`src/rtl/div_pkg.sv`:
```
// Shared definitions for the sequential unsigned divider.
//   ZW : dividend (product) width
//   YW : divisor width, also the remainder width
//   QW : saturated output quotient width
//   CW : step counter width
//   div_state_t : controller states
package div_pkg;

  localparam int ZW = 16;
  localparam int YW = 8;
  localparam int QW = 8;
  localparam int CW = $clog2(ZW);

  typedef enum logic [1:0] {
    IDLE = 2'd0,
    BUSY = 2'd1,
    DONE = 2'd2
  } div_state_t;

endpackage

```
`src/rtl/div_step.sv`:
```
// One combinational restoring-division step.
//   rem_in  : partial remainder before the step (YW+1 bits, always < divisor)
//   bit_in  : next dividend bit, MSB first
//   divisor : divisor
//   rem_out : partial remainder after the step (YW+1 bits)
//   q_out   : quotient bit produced by this step
module div_step
  import div_pkg::*;
#(
  parameter int W = YW
) (
  input  logic [W:0]   rem_in,
  input  logic         bit_in,
  input  logic [W-1:0] divisor,
  output logic [W:0]   rem_out,
  output logic         q_out
);

  logic [W+1:0] rem_shift;
  logic [W:0]   diff;

  // rem_in < divisor, so the shifted value is below 2*divisor and fits in W+1
  // bits; the extra top bit only keeps the compare exact.
  assign rem_shift = {rem_in, bit_in};
  assign q_out     = (rem_shift >= {2'b00, divisor});
  assign diff      = rem_shift[W:0] - {1'b0, divisor};
  assign rem_out   = q_out ? diff : rem_shift[W:0];

endmodule

```
`src/rtl/unsigned_divider_16x8_seq.sv`:
```
// Sequential unsigned restoring divider: x = z / y, r = z % y, one quotient bit
// per clock, valid/ready on both sides.
//   clk, rst_n          : clock, asynchronous active-low reset
//   in_valid / in_ready : operand handshake (z dividend, y divisor)
//   out_valid/out_ready : result handshake; results held while out_valid is high
//   x   : quotient, saturated to all ones on ovf or dz
//   r   : remainder
//   ovf : true quotient does not fit in QW bits
//   dz  : divisor was zero
module unsigned_divider_16x8_seq
  import div_pkg::*;
#(
  parameter int ZW = div_pkg::ZW,
  parameter int YW = div_pkg::YW,
  parameter int QW = div_pkg::QW
) (
  input  logic          clk,
  input  logic          rst_n,
  input  logic          in_valid,
  output logic          in_ready,
  input  logic [ZW-1:0] z,
  input  logic [YW-1:0] y,
  output logic          out_valid,
  input  logic          out_ready,
  output logic [QW-1:0] x,
  output logic [YW-1:0] r,
  output logic          ovf,
  output logic          dz
);

  localparam int CNT_W = $clog2(ZW);
  localparam logic [CNT_W-1:0] LAST = CNT_W'(ZW - 1);

  div_state_t       state_q, state_d;
  logic [CNT_W-1:0] count_q, count_d;
  // Combined dividend/quotient shift register: dividend bits leave at the top
  // while quotient bits enter at the bottom, so after ZW steps it holds the
  // full ZW-bit quotient.
  logic [ZW-1:0]    dq_q, dq_d;
  logic [YW-1:0]    y_q, y_d;
  logic [YW:0]      rem_q, rem_d;
  logic [QW-1:0]    x_q, x_d;
  logic [YW-1:0]    r_q, r_d;
  logic             ovf_q, ovf_d;
  logic             dz_q, dz_d;

  logic [YW:0]      step_rem;
  logic             step_q;

  div_step #(.W(YW)) u_step (
    .rem_in  (rem_q),
    .bit_in  (dq_q[ZW-1]),
    .divisor (y_q),
    .rem_out (step_rem),
    .q_out   (step_q)
  );

  always_comb begin
    state_d = state_q;
    count_d = count_q;
    dq_d    = dq_q;
    y_d     = y_q;
    rem_d   = rem_q;
    x_d     = x_q;
    r_d     = r_q;
    ovf_d   = ovf_q;
    dz_d    = dz_q;
    case (state_q)
      IDLE: begin
        if (in_valid) begin
          dq_d    = z;
          y_d     = y;
          rem_d   = '0;
          count_d = '0;
          state_d = BUSY;
        end
      end
      BUSY: begin
        dq_d  = {dq_q[ZW-2:0], step_q};
        rem_d = step_rem;
        if (count_q == LAST) begin
          state_d = DONE;
          if (y_q == '0) begin
            // Arithmetic result is meaningless for a zero divisor.
            x_d   = '1;
            r_d   = '0;
            ovf_d = 1'b0;
            dz_d  = 1'b1;
          end else begin
            ovf_d = |dq_d[ZW-1:QW];
            x_d   = ovf_d ? {QW{1'b1}} : dq_d[QW-1:0];
            r_d   = step_rem[YW-1:0];
            dz_d  = 1'b0;
          end
        end else begin
          count_d = count_q + 1'b1;
        end
      end
      DONE: begin
        if (out_ready) begin
          state_d = IDLE;
        end
      end
      default: state_d = IDLE;
    endcase
  end

  always_ff @(posedge clk or negedge rst_n) begin
    if (!rst_n) begin
      state_q <= IDLE;
      count_q <= '0;
      dq_q    <= '0;
      y_q     <= '0;
      rem_q   <= '0;
      x_q     <= '0;
      r_q     <= '0;
      ovf_q   <= 1'b0;
      dz_q    <= 1'b0;
    end else begin
      state_q <= state_d;
      count_q <= count_d;
      dq_q    <= dq_d;
      y_q     <= y_d;
      rem_q   <= rem_d;
      x_q     <= x_d;
      r_q     <= r_d;
      ovf_q   <= ovf_d;
      dz_q    <= dz_d;
    end
  end

  assign in_ready  = (state_q == IDLE);
  assign out_valid = (state_q == DONE);
  assign x         = x_q;
  assign r         = r_q;
  assign ovf       = ovf_q;
  assign dz        = dz_q;

endmodule

```
`config.mk`:
```
export PLATFORM = sky130hd
export DESIGN_NAME = unsigned_divider_16x8_seq
export DESIGN_NICKNAME = d
export VERILOG_FILES = /design/src/rtl/div_pkg.sv /design/src/rtl/div_step.sv /design/src/rtl/unsigned_divider_16x8_seq.sv
export SDC_FILE = /design/constraint.sdc
export NUM_CORES = 1
export LEC_CHECK = 0
export ABC_AREA = 0
export CAP_MARGIN = 20
export CORE_MARGIN = 2
export CORE_UTILIZATION = 57
export CTS_CLUSTER_SIZE = 10
export DETAILED_ROUTE_END_ITERATION = 7
export PLACE_DENSITY = 0.84
export SLEW_MARGIN = 25
export SYNTH_ARGS = -nofsm -noshare
export SYNTH_HDL_FRONTEND = slang
export SYNTH_SLANG_ARGS = --single-unit
```
`constraint.sdc`:
```
create_clock -name clk -period 6.81 [get_ports clk]
set_input_delay 1.362 -clock clk [delete_from_list [all_inputs] [get_ports clk]]
set_output_delay 1.362 -clock clk [all_outputs]
set_load 0.01 [all_outputs]
```
==> flow_summary.yaml <==
sta:
  worst_slack_ns: 3.88
  finalCriticalPeriod_ns: 2.93
  setup_tns_ns: 0
  maxSlewHeadroom_pct: 54.2
  worstMarginPinSlew_ns: 0.687
  holdWs_ns: 0.504
  timing.final.crit_share_pct: 43.0
  slew_violations: 0
  max_freq_ghz: 0.341
  rsz0062_at_grt: "false"
  setup-violations-final: 0
  fin_worst_skew_ns: 0.00946
  final_hold_viol_count: 0
power_and_ir_drop:
  clockPowerShare_pct: 16.2
  power_density_nw_per_um2: 579
  swShare_pct: 42.0
  pwr-share-comb_pct: 53.1
  ir_worst_vdd_mv: 0.269
  switchingPower_uw: 886
  power_frac_seq_pct: 30.7
  p_int_uw: 1220
  p_leak_uw: 0.00158
cells_and_area:
  drive_above_1_share_pct: 7.51
  nets: 380
  syn_to_final_growth_pct: 23.9
  design_area_um2: 3640
  nFillCells: 368
  regArea_um2: 1430
  multi_input_area_um2: 1370
  antenna_cells: 0
synthesis:
  netlist_area_um2: 2940
  ys_types: 49
  synth_nets: 337
  postSynth.asyncResetShare_pct: 100
  synth_edf_count: 0
  ys_warn_count: 0
  syn_avg_cell_area_um2: 9.84
  synthTopCellsByArea: "dfrtp_1 (48%), mux2i_1 (7.1%), o21ai_0 (6.6%)"
  postSynthCellCount: 299
  yosysTopAreaCell: "dfrtp_1"
  ys_ff_latch: 57
  synth-main-ff-cell: "dfrtp_1"
  synth_seq_area_share_pct: 48.5
  synth_top_area_share_pct: 48.5
routing:
  ant_nets: 0
  first_pass_iters: 4
  detailroute.via_count: 2392
  dr.first_iter.drc_count: 118
  postRouteWirelength_mm: 6.73
  route.detailed.drc: 0
  via_per_inst: 5.75
  wl_per_cell_um: 16.2
worst_setup_path:
  cp.depth: 3
  r2r-start: "rem_q[4]"
  reg2reg_to: "rem_q[2]"
  cp-startpoint: "state_q[0]"
  reg2regPathDepth: 7
  path_buf_inv: 2
  endpoint: "out_valid"
  r2r_slack_ns: 4.09
  worstPathArrival_ns: 1.57
  cp.required_ns: 5.45
  startpoint_type: "flop"
  path_max_fanout: 6
  cp_top_family: "buffers and inverters"
  crit_slowest_cell: "clkdlybuf4s50_1"
  slowest_delay_ns: 0.53
  path_cells: "nand2b_1 > inv_1 > clkdlybuf4s50_1"
  path_class: "reg -> out"
  endpoint_kind: "output pin"
hold_path:
  hp-class: "reg -> reg"
  min_from: "r[1]"
die:
  die_area_um2: 5750
  start_util_pct: 58.4
  die_h_um: 75.9
  coreArea_um2: 5040
  die_x_um: 75.9
  ios: 48
  row_count: 26
clock_tree:
  ctsHoldBuffers: 0
  clockBufferDepth: 2
  clk_pin_slew_ns: 0.07
  clk_latency_ns: 0.34
  cts-buffers-inserted: 9
  clock-sinks: 57
  clockRootBuffer: "clkbuf_8"
  postCtsResizedCells: 0
  cts_tree: "built"
  post-cts-setup-buffer-count: 0
  cts_max_level: 3
global_routing:
  antenna_found_initial: 0
  grt_pass1_wl_mm: 11.0
  grt_max_degree: 58
  grt.total_usage_pct: 26.2
  first_global_vias: 2331
  grt_overflow: 0
place:
  place_ws_ns: 3.95
  dp_hpwl_mm: 4.80
  place_congestion: 0.904
  port_buffers: 47
  placedInstanceArea_um2: 3440
outcome:
  status: "finished clean"
flow_run:
  drv_cap: 0
==> synth_stat cells (all sizes together) (2+ instances only) <==
library cell	number
o31ai	3
nor4	5
nand3	6
and4b	2
nor2	10
a22o	3
nand2b	3
inv	15
o21ai	43
a21oi	13
nand2	41
o22a	7
nand4b	2
and2	2
o2bb2ai	2
o22ai	2
a32oi	6
or2	2
clkbuf	14
mux2i	21
ha	9
dfrtp	57
xor2	3
a211o	2
buf	5
nor2b	3
nand4	2
==> flip-flops by register name (all words and copies together), names as in the netlist <==
signal / flops
rem_q: 9
dq_q: 16
count_q: 4
y_q: 8
state_q: 2
x: 8
dz: 1
r: 8
ovf: 1
==> power by group through the flow <==
stage               logic [µW]  clock network, µW  registers, µW
finish                    1120                342            647
global placement          1070                  0            647
CTS                       1120                347            644
floorplan                  803                  0            637
detailed placement        1110                  0            649
global route              1240                363            667
==> worst register-to-register path, delay by kind of cell (launching register included) <==
kind                       cells  cell delay [ns]
DFF                            1             0.44
muxes                          1             0.30
AOI/OAI and AO/OA              3             0.86
buffers and inverters          1             0.26
adders and majority gates      1             0.45
and+or+nand+nor                1             0.28
==> worst min path at each step <==
| stage | end | slack (ns) | cells after the start |
|---|---|---|---|
| floorplan | dq_q[15] | 0.45 | 2 |
| global route | dq_q[15] | 0.54 | 2 |
| CTS | r[4] | 0.50 | 2 |
| detailed placement | dq_q[15] | 0.48 | 2 |
| finish | r[1] | 0.50 | 2 |
| global placement | dq_q[15] | 0.47 | 2 |
==> cell type report <==
type	count	area share (%)
sequential	57	39.1
timing repair buffer	51	13.6
inverter	15	1.54
clock inverter	5	2.23
multi-input combinational	208	37.6
clock buffer	10	3.50
tap	70	2.40
==> cell usage in the layout, fill, tap and decap left out, types with 2 or more instances in the layout <==
cell	synthesis	layout
ha_1	9	9
o21ai_0	39	39
nor2b_1	3	2
and2_1	2	2
bufinv_16	0	2
nand4b_1	2	2
clkbuf_8	0	9
dfrtp_1	57	57
nand2b_1	3	3
mux2i_1	21	21
nand2_1	41	41
clkdlybuf4s50_1	0	46
nand3_1	6	6
nor4_1	5	5
and4b_1	2	2
xor2_1	3	3
o22ai_1	2	2
a211o_1	2	2
o22a_1	7	7
nor2_1	10	10
a22o_1	3	3
o31ai_1	3	3
or2_2	2	2
inv_1	15	15
buf_4	1	4
a32oi_1	6	6
nand4_1	2	2
o2bb2ai_1	2	2
a21oi_1	13	13
o21ai_1	4	4
==> logic make-up (layout without fill, tap and decap cells) <==
family          after synthesis  in the layout  share of synthesized area (%)
buf+inv                      34             81                           5.19
xor+xnor                      4              4                           1.19
mux                          22             22                           7.53
simple gates                 82             82                           13.4
fa+ha+maj                    10             10                           4.51
flops                        57             57                           48.5
compound gates               90             90                           19.8
==> metrics by stage <==
step,cells,util (%),total power (µW)
2_1_floorplan,299,-,1440
5_1_grt,416,72.3,2270
3_3_place_gp,401,68.1,1720
3_5_place_dp,401,68.1,1760
6_report,416,72.3,2110
4_1_cts,416,72.3,2110
==> routing by layer <==
layer | vias to the layer above | part of all wire, % | track usage, %
li1 | 1159 | - | -
met1 | 1154 | 44 | 34.7
met2 | 59 | 49 | 40.0
met3 | 20 | 4.0 | 7.41
met4 | 0 | 2.5 | 12.1
met5 | - | 0 | 0
Note: power is estimated with default switching activity, not from simulation.
